--- config.mk ---
export PLATFORM = sky130hd
export DESIGN_NAME = carfield_island_pwr_sequencer
export DESIGN_NICKNAME = d
export VERILOG_FILES = /design/src/rtl/carfield_pwr_seq_pkg.sv /design/src/rtl/carfield_island_pwr_sequencer_rr.sv /design/src/rtl/carfield_island_pwr_sequencer.sv
export SDC_FILE = /design/constraint.sdc
export NUM_CORES = 1
export LEC_CHECK = 0
export ABC_CLOCK_PERIOD_IN_PS = 5400
export CORE_MARGIN = 2
export CORE_UTILIZATION = 50
export DETAILED_ROUTE_END_ITERATION = 16
export DONT_BUFFER_PORTS = 1
export GPL_TIMING_DRIVEN = 0
export SYNTH_ARGS = -nofsm -noshare
export SYNTH_HDL_FRONTEND = slang
export SYNTH_SLANG_ARGS = --single-unit
export TNS_END_PERCENT = 10
--- constraint.sdc ---
create_clock -name clk_i -period 5.4 [get_ports clk_i]
set_input_delay 1.35 -clock clk_i [delete_from_list [all_inputs] [get_ports clk_i]]
set_output_delay 1.35 -clock clk_i [all_outputs]
set_load 0.005 [all_outputs]
--- src/rtl/carfield_pwr_seq_pkg.sv ---
// Shared types and defaults for the carfield island power sequencer.
// pwr_state_e : states of the single shared sequencing FSM
// Default*    : default wait lengths in clock cycles
// max_u       : helper used to size the shared wait counter
package carfield_pwr_seq_pkg;

  typedef enum logic [2:0] {
    StIdle,
    StClkOn,
    StRstOff,
    StIsoOff,
    StIsoOn,
    StClkOff,
    StRstOn,
    StDone
  } pwr_state_e;

  localparam int unsigned DefaultNumIslands      = 4;
  localparam int unsigned DefaultClkSettleCycles = 8;
  localparam int unsigned DefaultRstHoldCycles   = 16;
  localparam int unsigned DefaultIsoTimeout      = 1024;

  function automatic int unsigned max_u(input int unsigned a, input int unsigned b);
    return (a > b) ? a : b;
  endfunction

endpackage

--- src/rtl/carfield_island_pwr_sequencer_rr.sv ---
// Round-robin picker for the island power sequencer.
// Rotates the pending vector so that rr_ptr_i lands on bit 0, finds the lowest set bit
// (trailing-zero count) and rotates the position back into an island index.
// pending_i : islands that need servicing
// rr_ptr_i  : first index to consider this round
// valid_o   : at least one island pending
// idx_o     : granted island index
module carfield_island_pwr_sequencer_rr #(
  parameter int unsigned NumIslands = 4,
  parameter int unsigned IdxW       = (NumIslands > 1) ? $clog2(NumIslands) : 1
) (
  input  logic [NumIslands-1:0] pending_i,
  input  logic [IdxW-1:0]       rr_ptr_i,
  output logic                  valid_o,
  output logic [IdxW-1:0]       idx_o
);

  logic [NumIslands-1:0] rot;
  logic [IdxW-1:0]       pos;
  int unsigned           sum;

  always_comb begin
    rot = '0;
    for (int unsigned i = 0; i < NumIslands; i++) begin
      rot[i] = pending_i[(i + int'(rr_ptr_i)) % NumIslands];
    end
    // Scan downwards so the lowest set bit wins.
    pos = '0;
    for (int i = int'(NumIslands) - 1; i >= 0; i--) begin
      if (rot[i]) pos = i[IdxW-1:0];
    end
    sum = int'(pos) + int'(rr_ptr_i);
    if (sum >= NumIslands) sum = sum - NumIslands;
    idx_o   = sum[IdxW-1:0];
    valid_o = |pending_i;
  end

endmodule

--- src/rtl/carfield_island_pwr_sequencer.sv ---
// Clock / reset / AXI-isolation sequencer for the optional carfield islands.
// One shared FSM serves one island at a time; pending islands are granted round-robin.
// Up:   clk on -> settle -> reset release -> hold -> de-isolate -> wait ack -> on.
// Down: isolate -> wait ack (timeout forces on) -> clk off -> settle -> reset -> off.
// Ports:
//   clk_i, rst_i   clock, asynchronous active-high reset
//   en_req_i       requested island state (level, 1 = on)
//   isolated_i     isolation ack per island
//   err_clr_i      pulse clearing the sticky error of an island
//   isolate_o      AXI isolation request
//   clk_en_o       island clock gate enable
//   island_rst_o   island reset, active-high
//   island_on_o    island fully powered and de-isolated
//   err_o          sticky isolation-ack timeout flag
//   busy_o         sequencer is serving an island
module carfield_island_pwr_sequencer
  import carfield_pwr_seq_pkg::*;
#(
  parameter int unsigned NumIslands      = DefaultNumIslands,
  parameter int unsigned ClkSettleCycles = DefaultClkSettleCycles,
  parameter int unsigned RstHoldCycles   = DefaultRstHoldCycles,
  parameter int unsigned IsoTimeout      = DefaultIsoTimeout
) (
  input  logic                  clk_i,
  input  logic                  rst_i,
  input  logic [NumIslands-1:0] en_req_i,
  input  logic [NumIslands-1:0] isolated_i,
  input  logic [NumIslands-1:0] err_clr_i,
  output logic [NumIslands-1:0] isolate_o,
  output logic [NumIslands-1:0] clk_en_o,
  output logic [NumIslands-1:0] island_rst_o,
  output logic [NumIslands-1:0] island_on_o,
  output logic [NumIslands-1:0] err_o,
  output logic                  busy_o
);

  localparam int unsigned IdxW    = (NumIslands > 1) ? $clog2(NumIslands) : 1;
  localparam int unsigned MaxWait = max_u(max_u(ClkSettleCycles, RstHoldCycles), IsoTimeout);
  localparam int unsigned CntW    = $clog2(MaxWait + 1);

  localparam logic [CntW-1:0] ClkLast = CntW'(ClkSettleCycles - 1);
  localparam logic [CntW-1:0] RstLast = CntW'(RstHoldCycles - 1);
  localparam logic [CntW-1:0] IsoLast = CntW'(IsoTimeout - 1);
  localparam logic [IdxW-1:0] IdxLast = IdxW'(NumIslands - 1);

  pwr_state_e            state_q, state_d;
  logic [IdxW-1:0]       idx_q, idx_d;
  logic                  dir_q, dir_d;
  logic [CntW-1:0]       cnt_q, cnt_d;
  logic [IdxW-1:0]       rr_q, rr_d;
  logic [NumIslands-1:0] iso_q, iso_d;
  logic [NumIslands-1:0] clk_en_q, clk_en_d;
  logic [NumIslands-1:0] irst_q, irst_d;
  logic [NumIslands-1:0] on_q, on_d;
  logic [NumIslands-1:0] err_q, err_d;

  logic [NumIslands-1:0] pending;
  logic                  grant_valid;
  logic [IdxW-1:0]       grant_idx;

  // Errored islands are parked until software clears the flag.
  assign pending = (en_req_i ^ on_q) & ~err_q;

  carfield_island_pwr_sequencer_rr #(
    .NumIslands (NumIslands),
    .IdxW       (IdxW)
  ) u_rr (
    .pending_i (pending),
    .rr_ptr_i  (rr_q),
    .valid_o   (grant_valid),
    .idx_o     (grant_idx)
  );

  always_comb begin
    state_d  = state_q;
    idx_d    = idx_q;
    dir_d    = dir_q;
    cnt_d    = cnt_q + 1'b1;
    rr_d     = rr_q;
    iso_d    = iso_q;
    clk_en_d = clk_en_q;
    irst_d   = irst_q;
    on_d     = on_q;
    // Clear first so a timeout in the same cycle overrides it.
    err_d    = err_q & ~err_clr_i;

    unique case (state_q)
      StIdle: begin
        cnt_d = '0;
        if (grant_valid) begin
          idx_d = grant_idx;
          dir_d = en_req_i[grant_idx];
          rr_d  = (grant_idx == IdxLast) ? '0 : grant_idx + 1'b1;
          if (en_req_i[grant_idx]) begin
            clk_en_d[grant_idx] = 1'b1;
            state_d             = StClkOn;
          end else begin
            iso_d[grant_idx] = 1'b1;
            state_d          = StIsoOn;
          end
        end
      end
      StClkOn: begin
        if (cnt_q == ClkLast) begin
          cnt_d         = '0;
          irst_d[idx_q] = 1'b0;
          state_d       = StRstOff;
        end
      end
      StRstOff: begin
        if (cnt_q == RstLast) begin
          cnt_d        = '0;
          iso_d[idx_q] = 1'b0;
          state_d      = StIsoOff;
        end
      end
      StIsoOff: begin
        if (!isolated_i[idx_q]) begin
          cnt_d   = '0;
          state_d = StDone;
        end else if (cnt_q == IsoLast) begin
          // Leave the island clocked and out of reset but isolated.
          cnt_d        = '0;
          err_d[idx_q] = 1'b1;
          iso_d[idx_q] = 1'b1;
          state_d      = StIdle;
        end
      end
      StIsoOn: begin
        if (isolated_i[idx_q] || (cnt_q == IsoLast)) begin
          // A missing ack still shuts the island down.
          if (!isolated_i[idx_q]) err_d[idx_q] = 1'b1;
          cnt_d           = '0;
          clk_en_d[idx_q] = 1'b0;
          state_d         = StClkOff;
        end
      end
      StClkOff: begin
        if (cnt_q == ClkLast) begin
          cnt_d         = '0;
          irst_d[idx_q] = 1'b1;
          state_d       = StRstOn;
        end
      end
      StRstOn: begin
        cnt_d   = '0;
        state_d = StDone;
      end
      StDone: begin
        cnt_d       = '0;
        on_d[idx_q] = dir_q;
        state_d     = StIdle;
      end
      default: begin
        cnt_d   = '0;
        state_d = StIdle;
      end
    endcase
  end

  always_ff @(posedge clk_i or posedge rst_i) begin
    if (rst_i) begin
      state_q  <= StIdle;
      idx_q    <= '0;
      dir_q    <= 1'b0;
      cnt_q    <= '0;
      rr_q     <= '0;
      iso_q    <= '1;
      clk_en_q <= '0;
      irst_q   <= '1;
      on_q     <= '0;
      err_q    <= '0;
    end else begin
      state_q  <= state_d;
      idx_q    <= idx_d;
      dir_q    <= dir_d;
      cnt_q    <= cnt_d;
      rr_q     <= rr_d;
      iso_q    <= iso_d;
      clk_en_q <= clk_en_d;
      irst_q   <= irst_d;
      on_q     <= on_d;
      err_q    <= err_d;
    end
  end

  assign isolate_o    = iso_q;
  assign clk_en_o     = clk_en_q;
  assign island_rst_o = irst_q;
  assign island_on_o  = on_q;
  assign err_o        = err_q;
  assign busy_o       = (state_q != StIdle);

endmodule

==> key figures <==
STA
  – Final Slew Violations: 0
  – Tcrit/Tclk final: 70.7%
  – Fmax: 262 MHz
  – Setup violations, final: 0
  – RSZ-0062 raised after global routing: false
  – Final Hold Vio Count: 0
  – Clock Skews: 0.00494 ns
  – Period minus WS final: 3.82 ns
  – Slew headroom: 46.6%
  – Worst-Margin Slew: 0.799 ns
  – Fin Setup TNS: 0 ns
  – Hold slack: 0.490 ns

Logic synthesis
  – Netlist Area Pre-Place: 2290 sq um
  – Yosys top cell by area: dfrtp_1
  – Post-synth top area share: 33.8%
  – Count leader, synth: nor2_1
  – Syn Area/Cell: 9.14 sq um
  – Synthesized flop and latch total: 39
  – Yosys warns: 0
  – Syn_nets: 269
  – Ys async rst share: 100%
  – Sequential share of the synthesized area: 43.0%
  – Cell variety after synth: 48
  – Dominant cells by area after synthesis: dfrtp_1 (34%), dfstp_2 (9.2%), nor2_1 (5.6%), mux2_2 (5.4%), nand2_1 (4.6%)
  – Count of flip-flops with a built-in enable after synthesis: 0
  – Syn Inst Count: 251
  – Commonest cells in the netlist: nor2_1 (34), dfrtp_1 (31), nand2_1 (28)
  – Main synth FF type: dfrtp_1

Cells and area
  – # nets final: 276
  – Layout area overhead: 6.54%
  – Ratio of cells with drive above 1 in the final layout: 14.7%
  – Fill count: 408
  – Antenna diodes: 0
  – Fin cells: 311

Pwr
  – PwrDens: 602 nW/um^2
  – VDD IR max: 0.356 mV
  – Pleak: 0.957 nW

Status
  – Status: complete, no violations

Drt
  – Routed Antenna Nets: 0
  – Drt total wl: 5.06 mm
  – Vias per inst: 5.75
  – Vias: 1789
  – Pre-Repair DR Iteration Count: 4
  – Drt drc: 0
  – Wire length per cell: 16.3 um
  – Initial detailed-routing violation count: 63

Clock network
  – CTS root buf: clkbuf_8
  – Worst-Skew Late Latency: 0.29 ns
  – CTS tree: yes
  – CTS Sinks: 39
  – Reg clk slew, reported paths: 0.07 ns
  – H-tree Lvls: 2
  – Hold_buf cts: 0
  – CTS resizes: 0
  – CTS Buf Count: 5
  – CTS Buffer Depth: 2
  – Postcts setup bufs: 0

Place
  – DP Cell Count: 303
  – GPL Wtd Cong: 0.865
  – Hpwl dp: 3.85 mm
  – Port Buffers: 0

Worst setup path
  – WP data required: 5.63 ns
  – Crit start category: input pin
  – Data arrival time of the worst path: 4.05 ns
  – Crit. End Element: flip-flop
  – Crit-path slowest cell: or3_2
  – Kind of critical path: in2reg
  – Worst path cell trace: xnor2_1, nor2_1, or3_2, o41ai_1, o21ai_0, nand3_1, ha_1, inv_1, nand2_1, and2_1, nand2_1, mux2i_1, nor2_1, o221a_2
  – Critical Path Fanout Max: 7
  – CP max stage delay: 0.46 ns

Global routing
  – First-pass GRT wire length: 8.69 mm
  – Antenna violations before repair: 0
  – Total gr overflow: 0
  – Number of global-route vias before repair: 1749
  – Largest net degree at the start of global routing: 40
  – All-Layer GR Usage: 21.7%

Die
  – Die span in x: 71.7 um
  – Site row count: 24
  – CORE AREA: 4380 sq um
  – Die height: 71.7 um
  – Starting Density: 52.3%
  – Die Area: 5150 sq um
  – I/O Pins: 35

Worst hold path
  – Hold Path Class: reg2reg

Job
  – Total of max-cap violations: 0
power breakdown:
part	switching (W)	total [W]	internal (W)
clock network	0.0000997	0.000190	0.0000902
registers	0.0000752	0.000447	0.000372
logic	0.000505	0.000835	0.000330
layout make-up:
type                       count  area [sq um]  share of cell area [%]
buffer                         8          47.5                    1.94
clock inverter                 2          12.5                   0.512
tap                           52          65.1                    2.66
inverter                      10          37.5                    1.54
multi-input combinational    194          1220                    50.1
clock buffer                   6          72.6                    2.97
sequential                    39           986                    40.3
layer usage:
| layer | GRT usage, % | share of wire (%) | wire, um | vias to the layer above |
|---|---|---|---|---|
| met1 | 31.7 | 52 | 2620 | 841 |
| met4 | 7.13 | 1.3 | 68 | 0 |
| li1 | - | - | - | 901 |
| met3 | 5.77 | 5.1 | 257 | 8 |
| met2 | 31.5 | 42 | 2120 | 39 |
| met5 | 0 | 0 | 0 | - |
cells in the final DEF (no fill, tap or decap), drive strengths merged, types with 4 or more instances in the layout:
cell    Yosys  final
nand2b      4      4
nand2      28     28
o22ai       7      7
o21ai      12     12
or3         4      4
nor3        6      6
xnor2       9      9
dfrtp      31     31
dfstp       8      8
nor2b       8      8
mux2       11     11
nand3      14     14
a21oi       9      9
nor2       35     35
ha          4      4
inv        10     10
clkbuf      6     12
xor2        7      7
worst paths after layout:
kind	from	endpoint	slack [ns]	depth (start not counted)
max in group asynchronous	rst_i	rr_q[0]	3.79	1
hold reg to reg	cnt_q[0]	cnt_q[0]	0.49	1
hold / removal	cnt_q[0]	cnt_q[0]	0.49	1
setup / recovery	en_req_i[1]	state_q[0]	1.58	14
setup reg to reg	island_on_o[1]	state_q[0]	2.16	14
min in group asynchronous	rst_i	cnt_q[2]	1.09	1
cells by family after synthesis:
family                     Yosys count  share of synthesized area [%]
AOI/OAI and AO/OA                   48                           14.7
buffers and inverters               18                           3.71
xor gates and xnor gates            16                           6.11
DFF                                 39                           43.0
muxes                               15                           7.69
adders and majority gates            4                           2.18
and+or+nand+nor                    111                           22.6
per-stage QoR:
| step | cell area [sq um] | total power [W] | setup slack (ns) | util (%) |
|---|---|---|---|---|
| global placement | 2360 | 0.00128 | 1.29 | 53.8 |
| global route | 2440 | 0.00161 | 1.35 | 55.8 |
| detailed placement | 2360 | 0.00128 | 1.30 | 53.8 |
| CTS | 2440 | 0.00148 | 1.60 | 55.8 |
| finish | 2440 | 0.00147 | 1.58 | 55.8 |
| floorplan | 2290 | 0.00109 | 1.71 | - |
worst max-delay path, delay by kind of cell:
family / cells / cell delay [ns]
muxes: 1 / 0.10
AOI/OAI and AO/OA: 3 / 0.46
buffers and inverters: 1 / 0.14
xor gates and xnor gates: 1 / 0.28
adders and majority gates: 1 / 0.33
and+or+nand+nor: 7 / 1.40
Note: power is estimated with default switching activity, not from simulation.
